<file path="config.mk">
export PLATFORM = sky130hd
export DESIGN_NAME = decoder_round_scheduler_flat
export DESIGN_NICKNAME = d
export VERILOG_FILES = /design/src/rtl/decoder_round_scheduler_pkg.sv /design/src/rtl/decoder_round_scheduler_if.sv /design/src/rtl/decoder_round_scheduler_merge_settle_detector.sv /design/src/rtl/decoder_round_scheduler.sv /design/src/flat_wrapper.sv
export SDC_FILE = /design/constraint.sdc
export NUM_CORES = 1
export LEC_CHECK = 0
export BUFFER_PORTS_ARGS = -buffer_cell sky130_fd_sc_hd__buf_2
export CORE_UTILIZATION = 51
export DETAILED_ROUTE_END_ITERATION = 12
export PLACE_DENSITY = 0.85
export SLEW_MARGIN = 40
export SYNTH_ARGS = -nofsm -noshare
export SYNTH_HDL_FRONTEND = slang
export SYNTH_HIERARCHICAL = 1
export SYNTH_SLANG_ARGS = --single-unit
</file>
<file path="constraint.sdc">
create_clock -name clk -period 2 [get_ports clk]
set_input_delay 0.3 -clock clk [delete_from_list [all_inputs] [get_ports clk]]
set_output_delay 0.3 -clock clk [all_outputs]
set_load 0.02 [all_outputs]
</file>
<file path="src/rtl/decoder_round_scheduler_pkg.sv">
// Shared definitions for the round scheduler, the hubs and the PU stage decoders.
//   STATE_SIGNAL_WIDTH : width of the broadcast stage code
//   stage_e            : stage codes carried on downstream_state_signal
package decoder_round_scheduler_pkg;

  localparam int unsigned STATE_SIGNAL_WIDTH = 3;

  typedef enum logic [STATE_SIGNAL_WIDTH-1:0] {
    STAGE_IDLE                = 3'd0,
    STAGE_MEASUREMENT_LOADING = 3'd1,
    STAGE_GROW                = 3'd2,
    STAGE_MERGE               = 3'd3,
    STAGE_RESULT              = 3'd4
  } stage_e;

endpackage

</file>
<file path="src/rtl/decoder_round_scheduler_if.sv">
// Control/status bundle between the round scheduler (master) and the root hub / host (slave).
//   new_round_start               : start pulse into the scheduler
//   downstream_has_message_flying : per-link in-flight flags into the scheduler
//   downstream_has_odd_clusters   : per-link odd-cluster flags into the scheduler
//   downstream_state_signal       : broadcast stage code
//   result_valid, iteration_counter, cycle_counter, deadlock, busy : round status
interface decoder_round_scheduler_if #(
  parameter int unsigned DOWNSTREAM_FIFO_COUNT   = 2,
  parameter int unsigned STATE_SIGNAL_WIDTH      = 3,
  parameter int unsigned ITERATION_COUNTER_WIDTH = 8
);
  logic                               new_round_start;
  logic [DOWNSTREAM_FIFO_COUNT-1:0]   downstream_has_message_flying;
  logic [DOWNSTREAM_FIFO_COUNT-1:0]   downstream_has_odd_clusters;
  logic [STATE_SIGNAL_WIDTH-1:0]      downstream_state_signal;
  logic                               result_valid;
  logic [ITERATION_COUNTER_WIDTH-1:0] iteration_counter;
  logic [31:0]                        cycle_counter;
  logic                               deadlock;
  logic                               busy;

  modport master (
    input  new_round_start, downstream_has_message_flying, downstream_has_odd_clusters,
    output downstream_state_signal, result_valid, iteration_counter, cycle_counter,
           deadlock, busy
  );

  modport slave (
    output new_round_start, downstream_has_message_flying, downstream_has_odd_clusters,
    input  downstream_state_signal, result_valid, iteration_counter, cycle_counter,
           deadlock, busy
  );
endinterface

</file>
<file path="src/rtl/decoder_round_scheduler_merge_settle_detector.sv">
// Quiet and timeout counters for one MERGE phase.
//   clk, reset    : clock, synchronous active-high reset
//   i_clear       : hold both counters at zero (asserted outside MERGE)
//   i_flying      : OR of the downstream message-flying flags
//   o_settled     : this cycle is the SETTLE_CYCLES-th consecutive quiet cycle
//   o_timed_out   : this cycle is the MERGE_TIMEOUT-th cycle of the merge
module merge_settle_detector #(
  parameter int unsigned SETTLE_CYCLES = 6,
  parameter int unsigned MERGE_TIMEOUT = 1024
) (
  input  logic clk,
  input  logic reset,
  input  logic i_clear,
  input  logic i_flying,
  output logic o_settled,
  output logic o_timed_out
);
  localparam int unsigned QW = (SETTLE_CYCLES > 1) ? $clog2(SETTLE_CYCLES + 1) : 1;
  localparam int unsigned TW = (MERGE_TIMEOUT > 1) ? $clog2(MERGE_TIMEOUT + 1) : 1;

  logic [QW-1:0] r_quiet;
  logic [TW-1:0] r_timeout;

  // Both flags look at the count including the current cycle, so the FSM can
  // leave MERGE in the very cycle the threshold is reached.
  assign o_settled   = !i_clear && !i_flying && (r_quiet == QW'(SETTLE_CYCLES - 1));
  assign o_timed_out = !i_clear && (r_timeout == TW'(MERGE_TIMEOUT - 1));

  always_ff @(posedge clk) begin
    if (reset || i_clear) begin
      r_quiet   <= '0;
      r_timeout <= '0;
    end else begin
      r_quiet   <= i_flying ? '0 : ((r_quiet == '1) ? r_quiet : r_quiet + 1'b1);
      r_timeout <= (r_timeout == '1) ? r_timeout : r_timeout + 1'b1;
    end
  end
endmodule

</file>
<file path="src/rtl/decoder_round_scheduler.sv">
// Root-side sequencer for one decoding round across the hub tree.
//   clk, reset : clock, synchronous active-high reset
//   bus        : master side of decoder_round_scheduler_if (start, flags in; stage code and
//                round status out)
module decoder_round_scheduler #(
  parameter int unsigned DOWNSTREAM_FIFO_COUNT   = 2,
  parameter int unsigned STATE_SIGNAL_WIDTH      = 3,
  parameter int unsigned ITERATION_COUNTER_WIDTH = 8,
  parameter int unsigned MAX_ITERATIONS          = 16,
  parameter int unsigned LOAD_CYCLES             = 4,
  parameter int unsigned SETTLE_CYCLES           = 6,
  parameter int unsigned MERGE_TIMEOUT           = 1024
) (
  input logic                       clk,
  input logic                       reset,
  decoder_round_scheduler_if.master bus
);
  import decoder_round_scheduler_pkg::*;

  localparam int unsigned LW = (LOAD_CYCLES > 1) ? $clog2(LOAD_CYCLES) : 1;
  localparam int unsigned IW = ITERATION_COUNTER_WIDTH;

  stage_e        r_state;
  logic [LW-1:0] r_load;
  logic [IW-1:0] r_iter;
  logic [31:0]   r_cycles;
  logic          r_deadlock;
  logic          r_valid;
  logic          r_busy;

  logic w_flying;
  logic w_odd;
  logic w_settled;
  logic w_timed_out;

  assign w_flying = |bus.downstream_has_message_flying;
  assign w_odd    = |bus.downstream_has_odd_clusters;

  merge_settle_detector #(
    .SETTLE_CYCLES (SETTLE_CYCLES),
    .MERGE_TIMEOUT (MERGE_TIMEOUT)
  ) u_settle (
    .clk         (clk),
    .reset       (reset),
    .i_clear     (r_state != STAGE_MERGE),
    .i_flying    (w_flying),
    .o_settled   (w_settled),
    .o_timed_out (w_timed_out)
  );

  // Counters are updated on the edge entering the cycle they describe, so
  // cycle_counter already includes the RESULT cycle while result_valid is high.
  always_ff @(posedge clk) begin
    if (reset) begin
      r_state    <= STAGE_IDLE;
      r_load     <= '0;
      r_iter     <= '0;
      r_cycles   <= '0;
      r_deadlock <= 1'b0;
      r_valid    <= 1'b0;
      r_busy     <= 1'b0;
    end else begin
      r_valid <= 1'b0;
      if (r_state != STAGE_IDLE && r_state != STAGE_RESULT && r_cycles != '1)
        r_cycles <= r_cycles + 1'b1;
      unique case (r_state)
        STAGE_IDLE: begin
          if (bus.new_round_start) begin
            r_state    <= STAGE_MEASUREMENT_LOADING;
            r_load     <= '0;
            r_iter     <= '0;
            r_cycles   <= 32'd1;
            r_deadlock <= 1'b0;
            r_busy     <= 1'b1;
          end
        end
        STAGE_MEASUREMENT_LOADING: begin
          if (r_load == LW'(LOAD_CYCLES - 1)) begin
            r_state <= STAGE_GROW;
            r_iter  <= r_iter + 1'b1;
          end else begin
            r_load <= r_load + 1'b1;
          end
        end
        STAGE_GROW: r_state <= STAGE_MERGE;
        STAGE_MERGE: begin
          if (w_timed_out) begin
            r_state    <= STAGE_RESULT;
            r_deadlock <= 1'b1;
            r_valid    <= 1'b1;
          end else if (w_settled) begin
            if (!w_odd || r_iter == IW'(MAX_ITERATIONS)) begin
              r_state    <= STAGE_RESULT;
              r_deadlock <= w_odd;
              r_valid    <= 1'b1;
            end else begin
              r_state <= STAGE_GROW;
              r_iter  <= r_iter + 1'b1;
            end
          end
        end
        STAGE_RESULT: begin
          r_state <= STAGE_IDLE;
          r_busy  <= 1'b0;
        end
        default: r_state <= STAGE_IDLE;
      endcase
    end
  end

  assign bus.downstream_state_signal = STATE_SIGNAL_WIDTH'(r_state);
  assign bus.result_valid            = r_valid;
  assign bus.iteration_counter       = r_iter;
  assign bus.cycle_counter           = r_cycles;
  assign bus.deadlock                = r_deadlock;
  assign bus.busy                    = r_busy;
endmodule

</file>
<file path="src/flat_wrapper.sv">
// flat-port wrapper written by rule: the top's interface ports become plain ports
module decoder_round_scheduler_flat import decoder_round_scheduler_pkg::*;
#(
  parameter int unsigned DOWNSTREAM_FIFO_COUNT   = 2,
  parameter int unsigned STATE_SIGNAL_WIDTH      = 3,
  parameter int unsigned ITERATION_COUNTER_WIDTH = 8,
  parameter int unsigned MAX_ITERATIONS          = 16,
  parameter int unsigned LOAD_CYCLES             = 4,
  parameter int unsigned SETTLE_CYCLES           = 6,
  parameter int unsigned MERGE_TIMEOUT           = 1024
)
  (clk, reset, bus_new_round_start, bus_downstream_has_message_flying, bus_downstream_has_odd_clusters, bus_downstream_state_signal, bus_result_valid, bus_iteration_counter, bus_cycle_counter, bus_deadlock, bus_busy);
  decoder_round_scheduler_if #(.DOWNSTREAM_FIFO_COUNT(DOWNSTREAM_FIFO_COUNT), .STATE_SIGNAL_WIDTH(STATE_SIGNAL_WIDTH), .ITERATION_COUNTER_WIDTH(ITERATION_COUNTER_WIDTH)) bus_i ();
  input logic clk;
  input logic reset;
  input wire logic [$bits(bus_i.new_round_start)-1:0] bus_new_round_start;
  input wire logic [$bits(bus_i.downstream_has_message_flying)-1:0] bus_downstream_has_message_flying;
  input wire logic [$bits(bus_i.downstream_has_odd_clusters)-1:0] bus_downstream_has_odd_clusters;
  output wire logic [$bits(bus_i.downstream_state_signal)-1:0] bus_downstream_state_signal;
  output wire logic [$bits(bus_i.result_valid)-1:0] bus_result_valid;
  output wire logic [$bits(bus_i.iteration_counter)-1:0] bus_iteration_counter;
  output wire logic [$bits(bus_i.cycle_counter)-1:0] bus_cycle_counter;
  output wire logic [$bits(bus_i.deadlock)-1:0] bus_deadlock;
  output wire logic [$bits(bus_i.busy)-1:0] bus_busy;
  assign bus_i.new_round_start = bus_new_round_start;
  assign bus_i.downstream_has_message_flying = bus_downstream_has_message_flying;
  assign bus_i.downstream_has_odd_clusters = bus_downstream_has_odd_clusters;
  assign bus_downstream_state_signal = bus_i.downstream_state_signal;
  assign bus_result_valid = bus_i.result_valid;
  assign bus_iteration_counter = bus_i.iteration_counter;
  assign bus_cycle_counter = bus_i.cycle_counter;
  assign bus_deadlock = bus_i.deadlock;
  assign bus_busy = bus_i.busy;
  decoder_round_scheduler #(.DOWNSTREAM_FIFO_COUNT(DOWNSTREAM_FIFO_COUNT), .STATE_SIGNAL_WIDTH(STATE_SIGNAL_WIDTH), .ITERATION_COUNTER_WIDTH(ITERATION_COUNTER_WIDTH), .MAX_ITERATIONS(MAX_ITERATIONS), .LOAD_CYCLES(LOAD_CYCLES), .SETTLE_CYCLES(SETTLE_CYCLES), .MERGE_TIMEOUT(MERGE_TIMEOUT)) u_core (.clk(clk), .reset(reset), .bus(bus_i));
endmodule
</file>
Word level (Yosys, flattened, before mapping). Cells that the tools add are included.

Add/subtract/negate cells: 5. Equal/unequal tests: 21. Multiplexer cells: 28. Bitwise gates (word level): 1. Reductions and logical operators: 25.

Operators by type and width (number): 2-to-1 mux 32 bit (3); 2-to-1 mux 8 bit (5); adder 32 x 1 -> 32 bit, second input constant (1); inequality test 32 bit, second input constant (1); one-hot mux 8 bit (3 select lines) (1); 2-to-1 mux 3 bit (5); one-hot mux 3 bit (4 select lines) (1); adder 11 x 1 -> 11 bit, second input constant (1); == test 11 x 10 -> 1 bit, second input constant (1); == test 11 bit, second input constant (1); inequality test 2 bit, second input constant (5); == test 3 bit, second input constant (3); adder 8 x 1 -> 8 bit, second input constant (1); == test 8 x 5 -> 1 bit, second input constant (1); 2-to-1 mux 1 bit (8); == test 3 x 2 -> 1 bit, second input constant (2); inequality test 3 x 2 -> 1 bit, second input constant (2); inequality test 3 bit, second input constant (2); AND reduction 3 bit (2); AND reduction 6 bit (1); nonzero test 2 bit (3); nonzero test 3 bit (2); OR reduction 2 bit (3); logical AND 1 bit (5); other kinds (15) (20).

Register bits: 62. Input bits: 7. Output and inout bits: 46. Logic and storage cells: 89.

Longest topological paths before layout.
Depth after elaboration: 7. Gate-level depth with buffers: 9. Depth with buffers taken out: 9.

Cells and area by module. The synthesis kept the hierarchy.

By module, submodules not included: decoder_round_scheduler (instances 1, cells an instance 294, area an instance 2583.7 sq um, seq. area each 960.9 sq um); merge_settle_detector (instances 1, cells an instance 82, area an instance 719.4 sq um, seq. area each 280.3 sq um).

Worst setup path after synthesis. Ideal clock, no wire load.

Path type: register to register. Start: register u_core.r_state[0], in the netlist u_core/bus.downstream_state_signal[0]. End: register u_core.r_iter[5], in the netlist u_core/bus.iteration_counter[5]. Arrival time: 2.300 ns. Required time: 1.940 ns. Slack: -0.360 ns. Cell stages (with the launch flop): 9. Clock period less this slack: 2.360 ns. Cells stage by stage: dfxtp_1 buf_2 nand3_1 nor3_1 nand3_1 o21ai_1 o211ai_2 or4_1 nand2_1.

Word-level cells in the longest chain between the ends: 6. Elaborated cells on any way between the ends: 16. Those cells by class: eq/ne: 8; mux: 1; reduce/logical: 7.

RTL lines: start: declaration (RTL line decoder_round_scheduler.sv:23) `stage_e r_state;`; start signal: assignment (RTL line decoder_round_scheduler.sv:55) `r_state <= STAGE_IDLE;`; start signal: assignment (RTL line decoder_round_scheduler.sv:69) `r_state <= STAGE_MEASUREMENT_LOADING;`; start signal: assignment (RTL line decoder_round_scheduler.sv:79) `r_state <= STAGE_GROW;`; inequality test 3 x 2 -> 1 bit (RTL line decoder_round_scheduler.sv:45) `.i_clear (r_state != STAGE_MERGE),`; logical NOT 1 bit (RTL line decoder_round_scheduler_merge_settle_detector.sv:26) `assign o_settled = !i_clear && !i_flying && (r_quiet == QW'(SETTLE_CYCLES - 1));`; logical AND 1 bit (2 in series) (RTL line decoder_round_scheduler_merge_settle_detector.sv:26); via u_core.w_settled (RTL line decoder_round_scheduler.sv:33) `logic w_settled;`; inequality test 2 bit (no line); AND reduction 6 bit (no line); end signal: assignment (RTL line decoder_round_scheduler.sv:80) `r_iter <= r_iter + 1'b1;`; end signal: assignment (RTL line decoder_round_scheduler.sv:98) `r_iter <= r_iter + 1'b1;`; end: declaration (RTL line decoder_round_scheduler.sv:25) `logic [IW-1:0] r_iter;`.

The timed path passes the listed nets, and every way through them passes these cells. A chain may end at the register's enable or synchronous reset.

Worst setup path in the final report.
Start: register u_core.u_settle.r_timeout[1]. End: register u_core.r_iter[2], in the netlist u_core/bus.iteration_counter[2].

Word-level cells in the longest chain between the ends: 4.

RTL lines: start: declaration (RTL line decoder_round_scheduler_merge_settle_detector.sv:22) `logic [TW-1:0] r_timeout;`; start signal: assignment (RTL line decoder_round_scheduler_merge_settle_detector.sv:35) `r_timeout <= (r_timeout == '1) ? r_timeout : r_timeout + 1'b1;`; == test 11 x 10 -> 1 bit (RTL line decoder_round_scheduler_merge_settle_detector.sv:27) `assign o_timed_out = !i_clear && (r_timeout == TW'(MERGE_TIMEOUT - 1));`; logical AND 1 bit (RTL line decoder_round_scheduler_merge_settle_detector.sv:27); via u_core.w_timed_out (RTL line decoder_round_scheduler.sv:34) `logic w_timed_out;`; inequality test 2 bit (no line); AND reduction 6 bit (no line).

The timed path passes the listed nets, and every way through them passes these cells.

==> metrics <==
result of the run=finished clean; Design Power=2.54 mW; crit start category=register; chip width=82.5 um; launching instance or port of the critical path=u_core/u_settle/r_timeout[1]; Worst Hold Depth=2; number of antenna-violating nets in the routed design=0; leak pwr=1.80 nW; clk_skew=0.00710 ns; number of global-route vias before repair=3121; input/output buffers=between 50 and 60; io pins=53; post-route cell area=4300 um^2; HPWL after detailed placement=~6400 um; total routing usage reported by global routing=0.269; power per standard cell area=590 nW/um^2; Hold Vio Cnt, Final=0; critical path data arrival time=between 2 and 2.5 ns; Max Root-Sink Buffers=2; biggest area consumer among synthesized cells=dfxtp_1; most used flip-flop cell after synthesis=dfxtp_1; count of inserted antenna diode cells=0; wire length of the first global-routing pass=13900 um; final setup slack of the worst path=0.0389 ns; routability-driven placement congestion ratio=0.921; cells after synthesis=about 380; slew at the pin with the worst max-slew slack=0.718 ns; Chip Height=82.5 um; # DRC=0; share of layout cells above drive strength 1=0.355; area share of the leading cell type in the synthesized netlist=0.376; number of enable flip-flop cells after synthesis=0; TritonCTS clock tree=yes; nature of the critical path endpoint=register; initial antenna violation count=0; Reg2Reg Capture Point=u_core/bus.iteration_counter[2]; global-route met2 utilization=0.478; final critical path time including I/O delays and setup=about 2.0 ns; CTS root buffer=clkbuf_8; cell area reported after detailed placement=4010 um^2; largest cells by area after synthesis=dfxtp_1 (38%), nor2_1 (5.2%), xnor2_1 (3.7%); hold path startpoint=reset; mapped cell area=3300 um^2; maximum ir drop on the vdd rail=390 uV; starting density of the core=0.542; Setup Viol. Count Final=0; total number of vias=between 3000 and 4000; highest-count cells in the layout ignoring fill and taps=buf_4 (55), buf_2 (52), dfxtp_1 (47); share of the yosys chip area belonging to registers=0.376; unrepaired setup endpoints after global routing=yes; met3 layer usage reported by global route=0.0560; leading cell type in the layout, fill and taps excluded=buf_4; Maximum Capacitance Violations=0; Layout Utilization=0.706; worst r2r path cells=9; Worst Hold Slack=0.283 ns; filler cell count=464; count of routing violations after the opening detailed-route iteration=157; area of the core=6100 um^2; clock slew at reported path FFs=around 0.07 ns; count of TritonRoute iterations in the first routing pass=5; startpoint-to-endpoint class of the critical path=reg -> reg; reg-to-reg setup timing slack=0.04 ns; GR peak layer=met2; hold path endpoint=u_core/bus.iteration_counter[1]; Layout Nets=~500; Post-Synthesis Net Count=391; largest net degree at the start of global routing=30; routing usage on met1=0.293; Crit Path Max Fanout=5; P&R area growth vs syn=30.2%; FP Rows=28; Final Max Tran Viols=0; total global routing overflow=0; Total Die Area=roughly 7000 um^2; wire length per cell=around 16 um; post-placement setup slack=-0.0106 ns; Async SR Flop Fraction=0; placed cell count=539; count of placed standard cells in the final layout, fillers left out=559; worst max-slew margin expressed relative to the limit=0.514; required time of the critical path=2.25 ns; number of warnings printed during yosys synthesis=6; count of different cell masters after synthesis=61; source-to-sink clock delay at the later pin of the worst-skew pair=0.35 ns; launching point of the worst reg2reg path=u_core/u_settle/r_timeout[1]; TritonCTS Buffers=9; total length of routed wires=between 8000 and 9000 um; post-DR vias/cell=6.14; share of the clock period used by the worst path=0.981; total negative slack for setup checks=0 ns; clock net sink count=62; path type of the worst min-delay path=in -> reg; flip-flop and latch count after synthesis=between 60 and 70; maximum level of the CTS H-tree=3; maximum frequency from static timing analysis=0.510 GHz; mean instance size in the synthesized netlist=8.79 um^2
[worst max-delay path, cell delays in order, from the launching register on]
cell       delay (ns)
dfxtp_4          0.38
ha_4             0.14
inv_2            0.03
or3_4            0.40
nor3_4           0.17
a211oi_2         0.09
buf_4            0.17
o2111ai_4        0.22
xor2_1           0.20
nor2_1           0.05
[report_power, final]
group          internal [mW]  switching [mW]  total (mW)  leakage [nW]
Combinational         0.0789           0.118       0.197          1.19
Clock                  0.593           0.486        1.08         0.102
Sequential              1.25          0.0139        1.26         0.508
Total                   1.92           0.617        2.54          1.80
[registers in the layout, indices dropped and copies added, names as in the netlist]
signal and count:
u_core/bus.busy 1, u_core/bus.cycle_counter 32, u_core/bus.deadlock 1, u_core/bus.downstream_state_signal 3
u_core/bus.iteration_counter 8, u_core/bus.result_valid 1, u_core/r_load 2, u_core/u_settle/r_quiet 3
u_core/u_settle/r_timeout 11
[per-layer routing]
metal / wire length, um / vias up
met3: 502 / 23
met1: 3630 / 1631
met2: 4610 / 145
met5: 0 / -
met4: 213 / 0
li1: - / 1631
[timing repair]
item / 4_1_cts / 5_1_grt
endpoints found under the setup margin: 1 / 14
setup buffers: 0 / 5
hold buffers: 0 / 0
resized for setup: 2 / 23
pin swaps: 0 / 5
gates cloned: 0 / 0
[cell type report]
cell class / count / area (um^2) / area share
Multi-Input combinational cell: 285 / 2020 / 0.470
Sequential cell: 62 / 1260 / 0.293
Timing Repair Buffer: 108 / 684 / 0.159
Clock buffer: 10 / 138 / 0.0320
Tap cell: 75 / 93.8 / 0.0218
Inverter: 14 / 52.6 / 0.0122
Clock inverter: 5 / 50.0 / 0.0116
[logic make-up after synthesis]
group / Yosys count / synth area share
compound gates: 83 / 0.188
xor+xnor: 21 / 0.0557
fa+ha+maj: 8 / 0.0303
buf+inv: 29 / 0.0386
flops: 62 / 0.376
mux: 8 / 0.0246
simple gates: 165 / 0.287
[cell usage after synthesis (7+ instances only)]
cell      instances
a21oi_1          21
buf_2             8
xor2_1            7
dfxtp_1          62
mux2i_1           7
a31oi_1          10
nor3_1           15
and3_1           10
xnor2_1          14
a211oi_1          8
nand4_1          13
or3_1             8
nand3_1          15
nand2_1          21
inv_1            14
ha_1              8
nor2_1           46
[how the worst max path moves through the flow]
stage	to	slack [ns]	cells past startpoint
floorplan	u_core/bus.iteration_counter[5]	0.004	8
global placement	u_core/bus.iteration_counter[5]	0.06	9
detailed placement	u_core/bus.iteration_counter[5]	-0.01	9
CTS	u_core/bus.iteration_counter[5]	0.005	8
global route	u_core/bus.iteration_counter[5]	-0.07	8
finish	u_core/bus.iteration_counter[2]	0.04	9
Note: power is estimated with default switching activity, not from simulation.
